===== config.mk =====
export PLATFORM = sky130hd
export DESIGN_NAME = spi_pixel_loader
export DESIGN_NICKNAME = d
export VERILOG_FILES = /design/src/rtl/spi_pixel_loader.sv
export SDC_FILE = /design/constraint.sdc
export NUM_CORES = 1
export LEC_CHECK = 0
export BUFFER_PORTS_ARGS = -buffer_cell sky130_fd_sc_hd__buf_2
export CORE_MARGIN = 8
export CORE_UTILIZATION = 30
export CTS_BUF_LIST = sky130_fd_sc_hd__clkbuf_2 sky130_fd_sc_hd__clkbuf_4 sky130_fd_sc_hd__clkbuf_8
export DETAILED_ROUTE_END_ITERATION = 7
export GPL_TIMING_DRIVEN = 0
export SYNTH_ARGS = -nofsm -noshare
export SYNTH_HDL_FRONTEND = slang
export SYNTH_SLANG_ARGS = --single-unit

===== constraint.sdc =====
create_clock -name clk -period 1.61 [get_ports clk]
set_input_delay 0.2415 -clock clk [delete_from_list [all_inputs] [get_ports clk]]
set_output_delay 0.2415 -clock clk [all_outputs]
set_load 0.1 [all_outputs]

===== src/rtl/spi_pixel_loader.sv =====
// SPI mode-0 slave that streams MSB-first pixel bytes into the image SRAM write port,
// holding a completed frame until the consumer acknowledges it.
module spi_pixel_loader #(
  parameter int unsigned IMAGE_SIZE       = 65536,
  parameter int unsigned IMAGE_ADDR_WIDTH = 16,
  parameter int unsigned RGB_SIZE         = 8,
  parameter int unsigned SYNC_STAGES      = 2
) (
  input  logic                        clk,
  input  logic                        rst,
  input  logic                        SPI_CLK,
  input  logic                        SPI_MOSI,
  input  logic                        SPI_CS,
  input  logic                        frame_ack,
  output logic                        ram_we,
  output logic [IMAGE_ADDR_WIDTH-1:0] ram_addr,
  output logic [RGB_SIZE-1:0]         ram_data,
  output logic                        frame_ready,
  output logic                        request_flag,
  output logic                        overrun
);

  localparam int unsigned CntW = (RGB_SIZE > 2) ? $clog2(RGB_SIZE) : 1;
  localparam logic [CntW-1:0] LastBit = CntW'(RGB_SIZE - 1);
  localparam logic [IMAGE_ADDR_WIDTH-1:0] LastAddr = IMAGE_ADDR_WIDTH'(IMAGE_SIZE - 1);

  typedef enum logic [0:0] {StLoad, StFull} state_e;

  state_e state_q, state_d;

  logic [SYNC_STAGES-1:0]      sclk_sync_q, mosi_sync_q, cs_sync_q;
  logic                        sclk_hist_q;
  logic [RGB_SIZE-2:0]         shift_q;
  logic [CntW-1:0]             bit_cnt_q;
  logic [IMAGE_ADDR_WIDTH-1:0] addr_q;
  logic [RGB_SIZE-1:0]         data_q;
  logic                        we_q;
  logic                        overrun_q;

  logic                        sync_clk, sync_mosi, sync_cs;
  logic                        sclk_rise, byte_done;
  logic [RGB_SIZE-1:0]         next_byte;

  assign sync_clk  = sclk_sync_q[SYNC_STAGES-1];
  assign sync_mosi = mosi_sync_q[SYNC_STAGES-1];
  assign sync_cs   = cs_sync_q[SYNC_STAGES-1];
  assign sclk_rise = sync_clk & ~sclk_hist_q;
  assign byte_done = sclk_rise & ~sync_cs & (bit_cnt_q == LastBit);
  assign next_byte = {shift_q, sync_mosi};

  always_ff @(posedge clk or posedge rst) begin
    if (rst) begin
      sclk_sync_q <= '0;
      mosi_sync_q <= '0;
      cs_sync_q   <= '0;
      sclk_hist_q <= 1'b0;
      shift_q     <= '0;
      bit_cnt_q   <= '0;
      addr_q      <= '0;
      data_q      <= '0;
      we_q        <= 1'b0;
      overrun_q   <= 1'b0;
    end else begin
      sclk_sync_q <= {sclk_sync_q[SYNC_STAGES-2:0], SPI_CLK};
      mosi_sync_q <= {mosi_sync_q[SYNC_STAGES-2:0], SPI_MOSI};
      cs_sync_q   <= {cs_sync_q[SYNC_STAGES-2:0], SPI_CS};
      sclk_hist_q <= sync_clk;
      we_q        <= 1'b0;

      // Deselect drops any partial byte; stored bytes and the address survive.
      if (sync_cs) begin
        bit_cnt_q <= '0;
      end else if (sclk_rise) begin
        shift_q   <= next_byte[RGB_SIZE-2:0];
        bit_cnt_q <= byte_done ? '0 : bit_cnt_q + CntW'(1);
      end

      if (byte_done) begin
        if (state_q == StLoad) begin
          we_q   <= 1'b1;
          data_q <= next_byte;
        end else begin
          overrun_q <= 1'b1;
        end
      end

      // Address advances as the write pulse ends, so it is stable while ram_we is high.
      if (we_q) begin
        addr_q <= (addr_q == LastAddr) ? '0 : addr_q + IMAGE_ADDR_WIDTH'(1);
      end
    end
  end

  always_ff @(posedge clk or posedge rst) begin
    if (rst) begin
      state_q <= StLoad;
    end else begin
      state_q <= state_d;
    end
  end

  always_comb begin
    state_d = state_q;
    unique case (state_q)
      StLoad: if (we_q && (addr_q == LastAddr)) state_d = StFull;
      StFull: if (frame_ack) state_d = StLoad;
      default: state_d = StLoad;
    endcase
  end

  assign ram_we       = we_q;
  assign ram_addr     = addr_q;
  assign ram_data     = data_q;
  assign frame_ready  = (state_q == StFull);
  assign request_flag = (state_q == StLoad);
  assign overrun      = overrun_q;

endmodule


## Word-level counts from Yosys, hierarchy flattened

Cells that the tools add are included.

- Bits in registers: 44
- Input port bits: 6
- Output and inout port bits: 28
- Word-level logic and storage cells: 35

- Add/subtract/negate cells: 2
- Equal/unequal tests: 2
- Multiplexer cells: 9
- Bitwise gates (word level): 6
- Reductions and logical operators: 5

Operator list:

| kind | number |
|---|---|
| 16-bit by 1-bit adder with 16-bit output (second input constant) | 1 |
| 16-bit == test (second input constant) | 1 |
| 16-bit 2-to-1 mux | 1 |
| 3-bit 2-to-1 mux | 3 |
| 2-bit AND reduction | 3 |
| 1-bit 2-to-1 mux | 4 |
| 3-bit by 1-bit adder with 3-bit output (second input constant) | 1 |
| 1-bit AND | 3 |
| 3-bit == test (second input constant) | 1 |
| 1-bit inverter | 3 |
| 1-bit case mux with 2 select lines | 1 |
| 2-bit nonzero test | 1 |
| 1-bit logical AND | 1 |

## Logic depth before layout (Yosys ltp)

Gate-level depths: netlist of run 1.

- Word-level depth: 7
- Mapped depth: 6
- Depth with buffers taken out: 5

## Worst setup path after synthesis of run 1

No wires, ideal clock.

- Path type: register to register
- From: register addr_q[0], in the netlist ram_addr[0]
- To: register addr_q[14], in the netlist ram_addr[14]
- Library setup time: 0.162 ns
- Arrival time: 2.142 ns
- Data required time: 1.448 ns
- Slack: -0.694 ns
- Cell stages (with the launch flop): 6
- Buffers on the path: 0
- Clock period less this slack: 2.304 ns
- Cell sequence: dfrtp_1 > ha_1 > inv_1 > or4_4 > nor3_2 > xor2_1

- Longest elaborated chain between the ends: 2
- Elaborated cells between the ends (all ways): 3
- Those cells by class: 1 x add/sub; 1 x eq/ne; 1 x mux

RTL lines:

| element | RTL line | source |
|---|---|---|
| start, declared | 35 | `logic [IMAGE_ADDR_WIDTH-1:0] addr_q;` |
| start signal, assigned | 89 | `addr_q <= (addr_q == LastAddr) ? '0 : addr_q + IMAGE_ADDR_WIDTH'(1);` |
| 16-bit by 1-bit adder with 16-bit output / 16-bit == test (equally long branches) | 89 |  |
| 16-bit 2-to-1 mux (*) | 89 |  |

Every way passes the cells marked *; elsewhere a longest branch is shown, timed or not.
A chain may end at the register's enable or synchronous reset.

## Worst setup path in the final report of run 1

- From: register addr_q[1], in the netlist ram_addr[1]
- To: register addr_q[14], in the netlist ram_addr[14]

The elaborated chain is that of the path after synthesis.

==> summary.md, run 1 <==
| Metric | Value |
|---|---|
| Psw | `0.495 mW` |
| Crit start category | `flop` |
| Clk network pwr share | `38.7%` |
| Sequential cell area | `1150 um^2` |
| Placed Cells | `246` |
| Mapped Area | `1770 um^2` |
| Via-per-instance ratio | `4.54` |
| First-pass GRT wire length | `5930 um` |
| Setup TNS | `0 ps` |
| Worst slew margin | `66.5%` |
| IO buf count | `33` |
| Setup crit end kind | `flop` |
| Routability cong. | `0.734` |
| Crit path cell chain | `ha_4 > inv_2 > or4_4 > nor3_4 > xor2_1` |
| Critical-path top delay cell | `or4_4` |
| RSZ-0062 raised after global routing | `true` |
| Initial Util | `30.5%` |
| Final Slew Violations | `0` |
| Clock skew | `10.5 ps` |
| Inserted Clock Buffers | `5` |
| Tcrit/Tclk final | `97.3%` |
| Syn Nets | `146` |
| R2r worst-path depth | `5` |
| Syn Area/Cell | `12.9 um^2` |
| Post-Synth XOR/XNOR Area | `6.92%` |
| Starting DRT DRC Count | `23` |
| Drt total wl | `3570 um` |
| Compound-Gate Fraction of Synth Area | `2.05%` |
| Part of the power in combinational logic | `5.6%` |
| Routed Antenna Nets | `0` |
| Reg2Reg Setup Slack | `40 ps` |
| H-tree depth | `2` |
| R2r startpoint | `ram_addr[1]` |
| Hold EP | `cs_sync_q[0]` |
| Fin. Hold Viols | `0` |
| Slowest stage delay, CP | `550 ps` |
| Post-Synthesis Cells | `137` |
| Routed WL per cell | `13.6 um` |
| Setup violators final | `0` |
| CTS tree | `built` |
| Total track usage | `8.63%` |
| Bufs and invs on worst path | `1` |
| Num rows | `28` |
| Simple-gate share of the synthesized area | `15.0%` |
| Critical path's top delay family | `simple AND/OR/NAND/NOR gates` |
| Fmax achieved | `638 MHz` |
| Hold_sp | `SPI_CS` |
| Hpwl dp | `2520 um` |
| Root Driver | `clkbuf_8` |
| WP data required | `1840 ps` |
| Die span in y | `92.9 um` |
| Via count | `1,194` |
| Number of global-route vias before repair | `1,226` |
| Area growth, synth to finish | `32.1%` |
| Sw Ratio | `22.3%` |
| Initial antenna violation count | `0` |
| Final min period | `1570 ps` |
| Sequential fraction of design power | `55.7%` |
| Pwr Density | `950 nW/um^2` |
| Area of the multi-input gates | `697 um^2` |
| Fill count | `577` |
| Core footprint | `5820 um^2` |
| Clock slew at reported path FFs | `80 ps` |
| Seq/Total Area, Yosys | `62.1%` |
| Clk buf depth | `2` |
| YS warnings | `0` |
| # IOs | `34` |
| # nets final | `196` |
| Status | `finished clean` |
| Clock latency on the worst-skew pair | `300 ps` |
| Hold Crit Class | `primary input to flop` |
| Cell-internal power | `1.73 mW` |
| Post-Synth Adder-Cell Area | `2.12%` |
| Clk sinks | `44` |
| Worst Path Arrival | `1790 ps` |
| Finished Layout Cells | `263` |
| Hold depth | `1` |
| Antenna Cells | `0` |
| Synthesized flop and latch total | `44` |
| Mux cell area share after synthesis | `10.7%` |
| Slew @ Worst Pin | `502 ps` |
| Yosys cell types | `29` |
| GRT overflow | `0` |
| Setup ws final | `43.0 ps` |
| Share of cells above drive strength 1 | `52.1%` |
| Max FO, Critical Path | `4` |
| Largest net degree at the start of global routing | `24` |
| Placement Setup Slack | `-165 ps` |
| Crit path kind | `flop to flop` |
| DRT Pass-1 Iters | `4` |
| Maximum vdd drop | `0.000483 V` |
| MaxCap Viol Count | `0` |
| P_leak | `1.12 nW` |
| Die width | `92.9 um` |
| Largest family of logic cells by synthesized area | `simple AND/OR/NAND/NOR gates` |
| Worst r2r dst | `ram_addr[14]` |
| Drc violations | `0` |
| Die area | `8630 um^2` |
-- final cells by class --
type	count	share of cell area (%)
plain buffers	1	0.321
clock buffers	5	2.94
clock inverters	3	1.98
inverters	4	0.801
multi-input cells	89	29.8
flip-flops and latches	44	49.2
well taps	75	4.01
repair buffers	42	11.0
-- state kept, by name (all words and copies together), names as in the netlist --
register / cells
ram_data: 8
ram_we: 1
sclk_sync_q: 2
bit_cnt_q: 3
cs_sync_q: 2
ram_addr: 16
overrun: 1
frame_ready: 1
shift_q: 7
sclk_hist_q: 1
mosi_sync_q: 2
-- metrics by stage --
| stage | power (mW) | util, % | hold WS (ps) | instance area (um^2) |
|---|---|---|---|---|
| 2_1_floorplan | 1.34 | - | 273 | 1850 |
| 3_3_place_gp | 1.37 | 36.3 | 333 | 2110 |
| 3_5_place_dp | 1.39 | 36.7 | 308 | 2140 |
| 4_1_cts | 2.27 | 39.6 | 31.3 | 2300 |
| 5_1_grt | 2.33 | 40.3 | 29.5 | 2340 |
| 6_report | 2.22 | 40.3 | 42.4 | 2340 |
-- worst reg2reg max path, stage by stage, from the launching register on --
cell and delay, ps:
dfrtp_4 450, ha_4 160, inv_2 40, or4_4 550
nor3_4 130, xor2_1 150
-- cells in the mapped netlist --
cell type,number,area (um^2)
nand2_2,1,6.26
nor3b_2,1,12.5
nand2b_1,1,6.26
nor3_2,1,10.0
or4_4,1,11.3
nor3_1,3,15.0
mux2_2,15,169
or2_2,1,6.26
nor3b_1,1,7.51
ha_1,3,37.5
nor4_1,4,25.0
a21o_1,1,7.51
a31oi_1,1,6.26
o21bai_1,1,7.51
nand3_2,1,10.0
buf_2,1,5.00
xnor2_1,9,78.8
xor2_1,5,43.8
mux2i_1,2,20.0
inv_1,4,15.0
dfrtp_1,44,1100
and3_2,1,7.51
nor2_1,15,56.3
nand4_1,6,37.5
nand3_1,3,15.0
nor2_4,1,11.3
nand2_1,6,22.5
a21oi_1,3,15.0
and3_1,1,6.26
-- metal layers --
metal	vias to the layer above	part of all wire (%)	GRT usage (%)
met5	-	0	0
met3	5	8.0	4.13
met1	580	48	10.9
met4	0	1.3	3.62
met2	36	43	12.3
li1	573	-	-
-- how the worst max path moves through the flow --
stage | from | to | slack (ps) | cells past startpoint
after floorplan | ram_addr[0] | ram_addr[14] | -150 | 5
after global placement | rst | ram_addr[5] | -500 | 2
after detailed placement | cs_sync_q[1] | ram_data[6] | -160 | 4
after CTS | frame_ready | request_flag | 8 | 2
after global routing | ram_addr[1] | ram_addr[14] | -10 | 5
final | ram_addr[1] | ram_addr[14] | 40 | 5
-- logic make-up after synthesis --
family / count (synthesis)
adders and majority gates: 3
AOI/OAI and AO/OA: 6
muxes: 17
DFF: 44
and+or+nand+nor: 48
buffers and inverters: 5
xor gates and xnor gates: 14
-- power groups by stage --
stage | logic (mW) | clock network, mW | registers [mW]
floorplan | 0.0933 | 0 | 1.24
global placement | 0.108 | 0 | 1.26
finish | 0.124 | 0.862 | 1.24
CTS | 0.126 | 0.902 | 1.24
detailed placement | 0.123 | 0 | 1.26
global route | 0.137 | 0.939 | 1.25
-- repair_timing --
item / in CTS / in global routing
resized for setup: 1 / 4
setup buffers: 5 / 2
hold endpoints to repair: 21 / 0
hold buffers: 1 / 0
cloned: 0 / 1
setup endpoints to repair: 9 / 21
pin swaps: 1 / 2
-- layout by cell type (no fill, tap or decap), types with 5 or more instances in the layout --
master	instances
buf_2	32
buf_4	8
clkbuf_8	5
dfrtp_1	27
dfrtp_2	5
dfrtp_4	12
mux2_2	15
nand2_1	6
nand4_1	6
nor2_1	15
xnor2_1	9
xor2_1	5
Note: power is estimated with default switching activity, not from simulation.
==> run 2, diff against run 1 <==
Settings changed: ABC_AREA set to 1.
==> summary.md, run 2 <==
| Metric | Value |
|---|---|
| Post-Synth Adder-Cell Area | `1.90% (-0.22 points)` |
| Cell with the most instances after synthesis | `nand2_1` |
| Largest net degree at the start of global routing | `26 (+8.3%)` |
| Core footprint | `6350 um^2 (+9.2%)` |
| Psw | `0.470 mW (-5.2%)` |
| Commonest non-fill, non-tap cells in the layout | `48 x nand2_1, 32 x buf_2, 31 x nor2_1` |
| Antenna Cells | `0 (unchanged)` |
| Total track usage | `8.68% (+0.050 points)` |
| Synth area leaders | `dfrtp_1 56%, nand2_1 9.5%, inv_1 6.1%, nor2_1 5.9%, o21ai_2 3.1%` |
| Routed WL per cell | `11.8 um (-13%)` |
| Die width | `97.2 um (+4.6%)` |
| Syn Nets | `226 (+55%)` |
| Critical path's top delay family | `flip-flops` |
| H-tree depth | `2 (unchanged)` |
| Yosys cell types | `24 (-17%)` |
| Drc violations | `0 (unchanged)` |
| Hold EP | `sclk_sync_q[0]` |
| Sw Ratio | `22.0% (-0.26 points)` |
| Root Driver | `clkbuf_8` |
| Cell-internal power | `1.67 mW (-3.7%)` |
| Crit path cell chain | `clkinvlp_4 > clkbuf_4` |
| Num rows | `29 (+3.6%)` |
| Starting DRT DRC Count | `38 (+65%)` |
| Hpwl dp | `3100 um (+23%)` |
| Clk sinks | `44 (unchanged)` |
| Pwr Density | `878 nW/um^2 (-7.6%)` |
| Inserted Clock Buffers | `5 (unchanged)` |
| Final min period | `1470 ps (-99.0 ps)` |
| Area growth, synth to finish | `23.0%` |
| Via count | `1,478 (+24%)` |
| Setup violators final | `0 (unchanged)` |
| Status | `finished clean` |
| Seq/Total Area, Yosys | `55.7% (-6.4 points)` |
| Die area | `9440 um^2 (+9.5%)` |
| Hold_sp | `SPI_CLK` |
| Clock skew | `8.25 ps (-2.21 ps)` |
| Post-Synth XOR/XNOR Area | `3.10% (-3.8 points)` |
| Syn Area/Cell | `9.11 um^2 (-30%)` |
| Share of cells above drive strength 1 | `32.3% (-20 points)` |
| Post-CTS setup buffers | `0 (-5)` |
| Synth Flop Type | `dfrtp_1` |
| Routability cong. | `0.812 (+11%)` |
| Die span in y | `97.2 um (+4.6%)` |
| Initial antenna violation count | `0 (unchanged)` |
| Setup crit end kind | `output pin` |
| Final Slew Violations | `0 (unchanged)` |
| Setup TNS | `0 ps (unchanged)` |
| Dpl cell area | `2310 um^2 (+8.1%)` |
| GRT overflow | `0 (unchanged)` |
| Worst slew margin | `67.0% (+0.51 points)` |
| EDFF count, synth | `0 (unchanged)` |
| Fill count | `635 (+10%)` |
| Critical-path top delay cell | `dfrtp_4` |
| DRT Pass-1 Iters | `4 (unchanged)` |
| Area of the multi-input gates | `743 um^2 (+6.6%)` |
| Worst r2r dst | `ram_addr[3]` |
| # IOs | `34 (unchanged)` |
| Hold Crit Class | `primary input to flop` |
| Max reg flops | `16 (unchanged)` |
| Mux cell area share after synthesis | `1.52% (-9.1 points)` |
| Crit start category | `flop` |
| Crit path kind | `flop to output pin` |
| R2r startpoint | `ram_addr[0]` |
| Mapped Area | `1980 um^2 (+12%)` |
| MaxCap Viol Count | `0 (unchanged)` |
| Final Instance Area | `2430 um^2 (+3.8%)` |
| Tcrit/Tclk final | `91.2% (-6.2 points)` |
| Initial Util | `31.1% (+0.65 points)` |
| R2r worst-path depth | `7 (+2)` |
| IO buf count | `33 (unchanged)` |
| Synth area leader | `dfrtp_1` |
| WP data required | `1370 ps (-470 ps)` |
| YS warnings | `0 (unchanged)` |
| Placement Setup Slack | `190 ps (+354 ps)` |
| Post-synth ARST share | `100% (unchanged)` |
| RSZ-0062 raised after global routing | `false` |
| Drt total wl | `3970 um (+11%)` |
| Sequential cell area | `1130 um^2 (-1.6%)` |
| Fin. Hold Viols | `0 (unchanged)` |
| Synthesized flop and latch total | `44 (unchanged)` |
| Worst Path Arrival | `1230 ps (-560 ps)` |
| First-pass GRT wire length | `6900 um (+16%)` |
| Clk buf depth | `2 (unchanged)` |
| Hold depth | `1 (unchanged)` |
| Reg2Reg Setup Slack | `190 ps (+150 ps)` |
| Clk network pwr share | `39.9% (+1.2 points)` |
| Max FO, Critical Path | `4 (unchanged)` |
| Largest family of logic cells by synthesized area | `simple AND/OR/NAND/NOR gates` |
| Clock latency on the worst-skew pair | `290 ps (about the same)` |
| Top post-synthesis cells by count | `50 x nand2_1, 44 x dfrtp_1, 32 x inv_1, 31 x nor2_1, 10 x o21ai_0` |
| Simple-gate share of the synthesized area | `23.8% (+8.8 points)` |
| Via-per-instance ratio | `4.39 (-3.4%)` |
| Part of the power in combinational logic | `5.0% (-0.6 points)` |
| P_leak | `1.33 nW (+19%)` |
| Routed Antenna Nets | `0 (unchanged)` |
| Number of global-route vias before repair | `1,414 (+15%)` |
| Compound-Gate Fraction of Synth Area | `6.77% (+4.7 points)` |
| Slew @ Worst Pin | `498 ps (-3.44 ps)` |
| Sequential fraction of design power | `55.1% (-0.6 points)` |
| Commonest non-fill, non-tap cell in the layout | `nand2_1` |
| Slowest stage delay, CP | `510 ps (-40 ps)` |
| Fmax achieved | `681 MHz (+6.7%)` |
| Post-Synthesis Cells | `217 (+58%)` |
| Maximum vdd drop | `0.000337 V (-30%)` |
| Top-area cell type share of the netlist area | `55.7% (-6.4 points)` |
| Bufs and invs on worst path | `2 (+1)` |
| CTS tree | `built` |
| Clock slew at reported path FFs | `80 ps (about the same)` |
| Setup ws final | `142 ps (+99.0 ps)` |
| # nets final | `268 (+37%)` |
run 2: kinds of logic after synthesis:
family	Yosys count
simple gates	104
flops	44
buf+inv	35
compound gates	21
xor+xnor	7
mux	3
fa+ha+maj	3
run 2: stage by stage:
stage / cells / power (mW) / hold slack [ps] / utilization (%)
3_3_place_gp: 327 / 1.30 / 334 / 36.0
4_1_cts: 337 / 2.17 / 34.2 / 38.3
6_report: 337 / 2.14 / 51.0 / 38.3
5_1_grt: 337 / 2.23 / 38.2 / 38.3
3_5_place_dp: 328 / 1.31 / 283 / 36.4
2_1_floorplan: 217 / 1.27 / 273 / -
run 2: how the worst max path moves through the flow:
stage	start	endpoint	slack (ps)	cells past startpoint
6_report	frame_ready	request_flag	140	2
5_1_grt	ram_addr[0]	ram_addr[3]	80	7
4_1_cts	frame_ready	request_flag	30	2
3_5_place_dp	ram_addr[0]	ram_addr[3]	190	7
3_3_place_gp	rst	ram_we	-540	2
2_1_floorplan	frame_ready	ram_data[0]	-150	5
run 2: routing by layer:
metal	global-route usage [%]	vias to the layer above	routed length (um)
li1	-	752	-
met1	10.5	699	1900
met2	14.1	21	1860
met3	2.56	6	137
met4	3.55	0	73
met5	0	-	0
run 2: timing repair:
| item | 4_1_cts | 5_1_grt |
|---|---|---|
| endpoints found under the hold margin | 19 | 0 |
| gates resized for setup | 0 | 1 |
| endpoints found under the setup margin | 0 | 1 |
| hold buffers | 1 | 0 |
run 2: power by group through the flow:
stage / sequential, mW / clock, mW / combinational (mW)
after floorplan: 1.19 / 0 / 0.0761
after global placement: 1.20 / 0 / 0.0995
after detailed placement: 1.20 / 0 / 0.109
after CTS: 1.18 / 0.886 / 0.111
after global routing: 1.18 / 0.923 / 0.126
final: 1.18 / 0.852 / 0.106
run 2: area by class of cell:
class                           instances  share of cell area (%)
Sequential cell                        44                    46.6
Multi-Input combinational cell        138                    30.6
Timing Repair Buffer                   35                    8.13
Inverter                               32                    5.09
Tap cell                               77                    3.96
Clock buffer                            6                    3.14
Clock inverter                          2                    1.44
Buffer                                  3                    1.08
==> run 3, diff against run 2 <==
Settings changed: ABC_AREA 1 to unset, SETUP_SLACK_MARGIN set to 0.2.
==> summary.md, run 3 (synthesized netlist as in run 1, its figures left out) <==
| Metric | Value |
|---|---|
| Status | `finished clean` |
| Setup crit end kind | `flop` |
| # IOs | `34 (unchanged)` |
| CTS tree | `built` |
| Drt total wl | `3910 um (-1.5%)` |
| Maximum vdd drop | `0.000628 V (+86%)` |
| WP data required | `1820 ps (+450 ps)` |
| Final Slew Violations | `0 (unchanged)` |
| Root Driver | `clkbuf_8` |
| First-pass GRT wire length | `6440 um (-6.7%)` |
| Num rows | `28 (-3.4%)` |
| Largest net degree at the start of global routing | `35 (+35%)` |
| Initial antenna violation count | `0 (unchanged)` |
| DRT Pass-1 Iters | `4 (unchanged)` |
| Tcrit/Tclk final | `96.6% (+5.4 points)` |
| Hold Crit Class | `primary input to flop` |
| Worst Path Arrival | `1760 ps (+530 ps)` |
| Routability cong. | `0.730 (-10%)` |
| Final min period | `1560 ps (+87.4 ps)` |
| Inserted Clock Buffers | `5 (unchanged)` |
| Drc violations | `0 (unchanged)` |
| Number of global-route vias before repair | `1,321 (-6.6%)` |
| Clk buf depth | `2 (unchanged)` |
| Initial Util | `30.5% (-0.65 points)` |
| Total track usage | `9.29% (+0.60 points)` |
| Fmax achieved | `643 MHz (-5.6%)` |
| # nets final | `209 (-22%)` |
| Slew @ Worst Pin | `496 ps (-2.15 ps)` |
| Max reg flops | `16 (unchanged)` |
| Placement Setup Slack | `-208 ps (-398 ps)` |
| Die span in y | `92.9 um (-4.4%)` |
| Fill count | `544 (-14%)` |
| Routed Antenna Nets | `0 (unchanged)` |
| Via count | `1,237 (-16%)` |
| Share of cells above drive strength 1 | `57.7% (+25 points)` |
| Setup violators final | `0 (unchanged)` |
| Die width | `92.9 um (-4.4%)` |
| Routed WL per cell | `14.2 um (+20%)` |
| Antenna Cells | `0 (unchanged)` |
| Clk sinks | `44 (unchanged)` |
| Fin. Hold Viols | `0 (unchanged)` |
| Crit start category | `flop` |
| Starting DRT DRC Count | `29 (-24%)` |
| Hpwl dp | `2510 um (-19%)` |
| Crit path kind | `flop to flop` |
| Setup ws final | `54.7 ps (-87.4 ps)` |
| P_leak | `1.21 nW (-9.2%)` |
| Die area | `8630 um^2 (-8.7%)` |
| GRT overflow | `0 (unchanged)` |
| Pwr Density | `789 nW/um^2 (-10%)` |
| Via-per-instance ratio | `4.48 (+2.2%)` |
| Commonest non-fill, non-tap cells in the layout | `27 x buf_4, 26 x dfrtp_1, 17 x buf_2` |
| Commonest non-fill, non-tap cell in the layout | `buf_4` |
| Area growth, synth to finish | `46.9%` |
| Max FO, Critical Path | `4 (unchanged)` |
| RSZ-0062 raised after global routing | `true` |
| Core footprint | `5820 um^2 (-8.4%)` |
| Worst slew margin | `67.1% (+0.14 points)` |
| Clock skew | `10.1 ps (+1.87 ps)` |
| Sequential cell area | `1150 um^2 (+1.8%)` |
| IO buf count | `33 (unchanged)` |
| H-tree depth | `2 (unchanged)` |
| Min Hold Slack | `53.6 ps (+2.66 ps)` |
| MaxCap Viol Count | `0 (unchanged)` |
| Area of the multi-input gates | `783 um^2 (+5.4%)` |
| Clock latency on the worst-skew pair | `290 ps (about the same)` |
| Clock slew at reported path FFs | `80 ps (about the same)` |
## run 3: changes by cell type in the layout (fill, tap and decap cells not counted), moves of 5 or more
cell	before	now
xnor2_1	4	9
mux2_4	0	8
inv_1	30	1
nand2_2	6	0
buf_4	1	27
dfrtp_2	14	6
mux2_2	0	7
buf_2	32	17
nand2_1	48	6
o21ai_2	7	0
nor2_1	31	13
nand3_1	8	2
o21ai_0	10	0
dfrtp_4	4	12
## run 3: path summary, 6_finish.rpt
check,cells past startpoint,slack (ps),from,to
max reg2reg,5,50,ram_addr[1],ram_addr[14]
min in group asynchronous,3,420,rst,ram_addr[4]
min,1,50,SPI_MOSI,mosi_sync_q[0]
min reg2reg,0,350,mosi_sync_q[0],mosi_sync_q[1]
max in group asynchronous,4,710,rst,ram_addr[1]
max,5,50,ram_addr[1],ram_addr[14]
## run 3: area by class of cell
class	count	share of cell area, %
inverters	4	0.720
flip-flops and latches	44	44.3
plain buffers	1	0.432
clock inverters	2	0.480
clock buffers	6	2.93
repair buffers	56	17.5
multi-input cells	88	30.1
well taps	75	3.60
## run 3: repair_timing
action,CTS,global route
hold endpoints to repair,10,0
hold buffers,1,0
setup buffers,10,10
resized for setup,21,18
pin swaps,3,6
gates cloned,0,1
endpoints found under the setup margin,35,28
## run 3: power by group
| group | switching, mW | leakage, nW | internal [mW] |
|---|---|---|---|
| sequential | 0.0570 | 0.553 | 1.19 |
| combinational | 0.0486 | 0.610 | 0.0808 |
| clock | 0.363 | 0.0446 | 0.320 |
| total | 0.469 | 1.21 | 1.59 |
## run 3: per-stage QoR
step           std cells  util, %  TNS (ps)  power [mW]  cell area, um^2
2_1_floorplan        137        -      -484        1.34             1880
3_3_place_gp         245     36.8    -16910        1.38             2140
3_5_place_dp         246     37.1     -1640        1.39             2160
4_1_cts              265     41.7         0        2.09             2420
5_1_grt              276     44.8         0        2.16             2610
6_report             276     44.8         0        2.06             2610
## run 3: metal layers
metal  GRT usage, %  up-vias  share of wire (%)
met1           12.5      609                 48
met2           13.2       33                 44
met3           3.88        2                7.5
met5              0        -                  0
met4           2.82        0               0.43
li1               -      593                  -
## run 3: worst max-delay path, stage by stage (launching register included)
cell and delay (ps):
dfrtp_4 440, ha_4 140, inv_2 40, or4_4 570, nor3_4 140, xor2_1 150
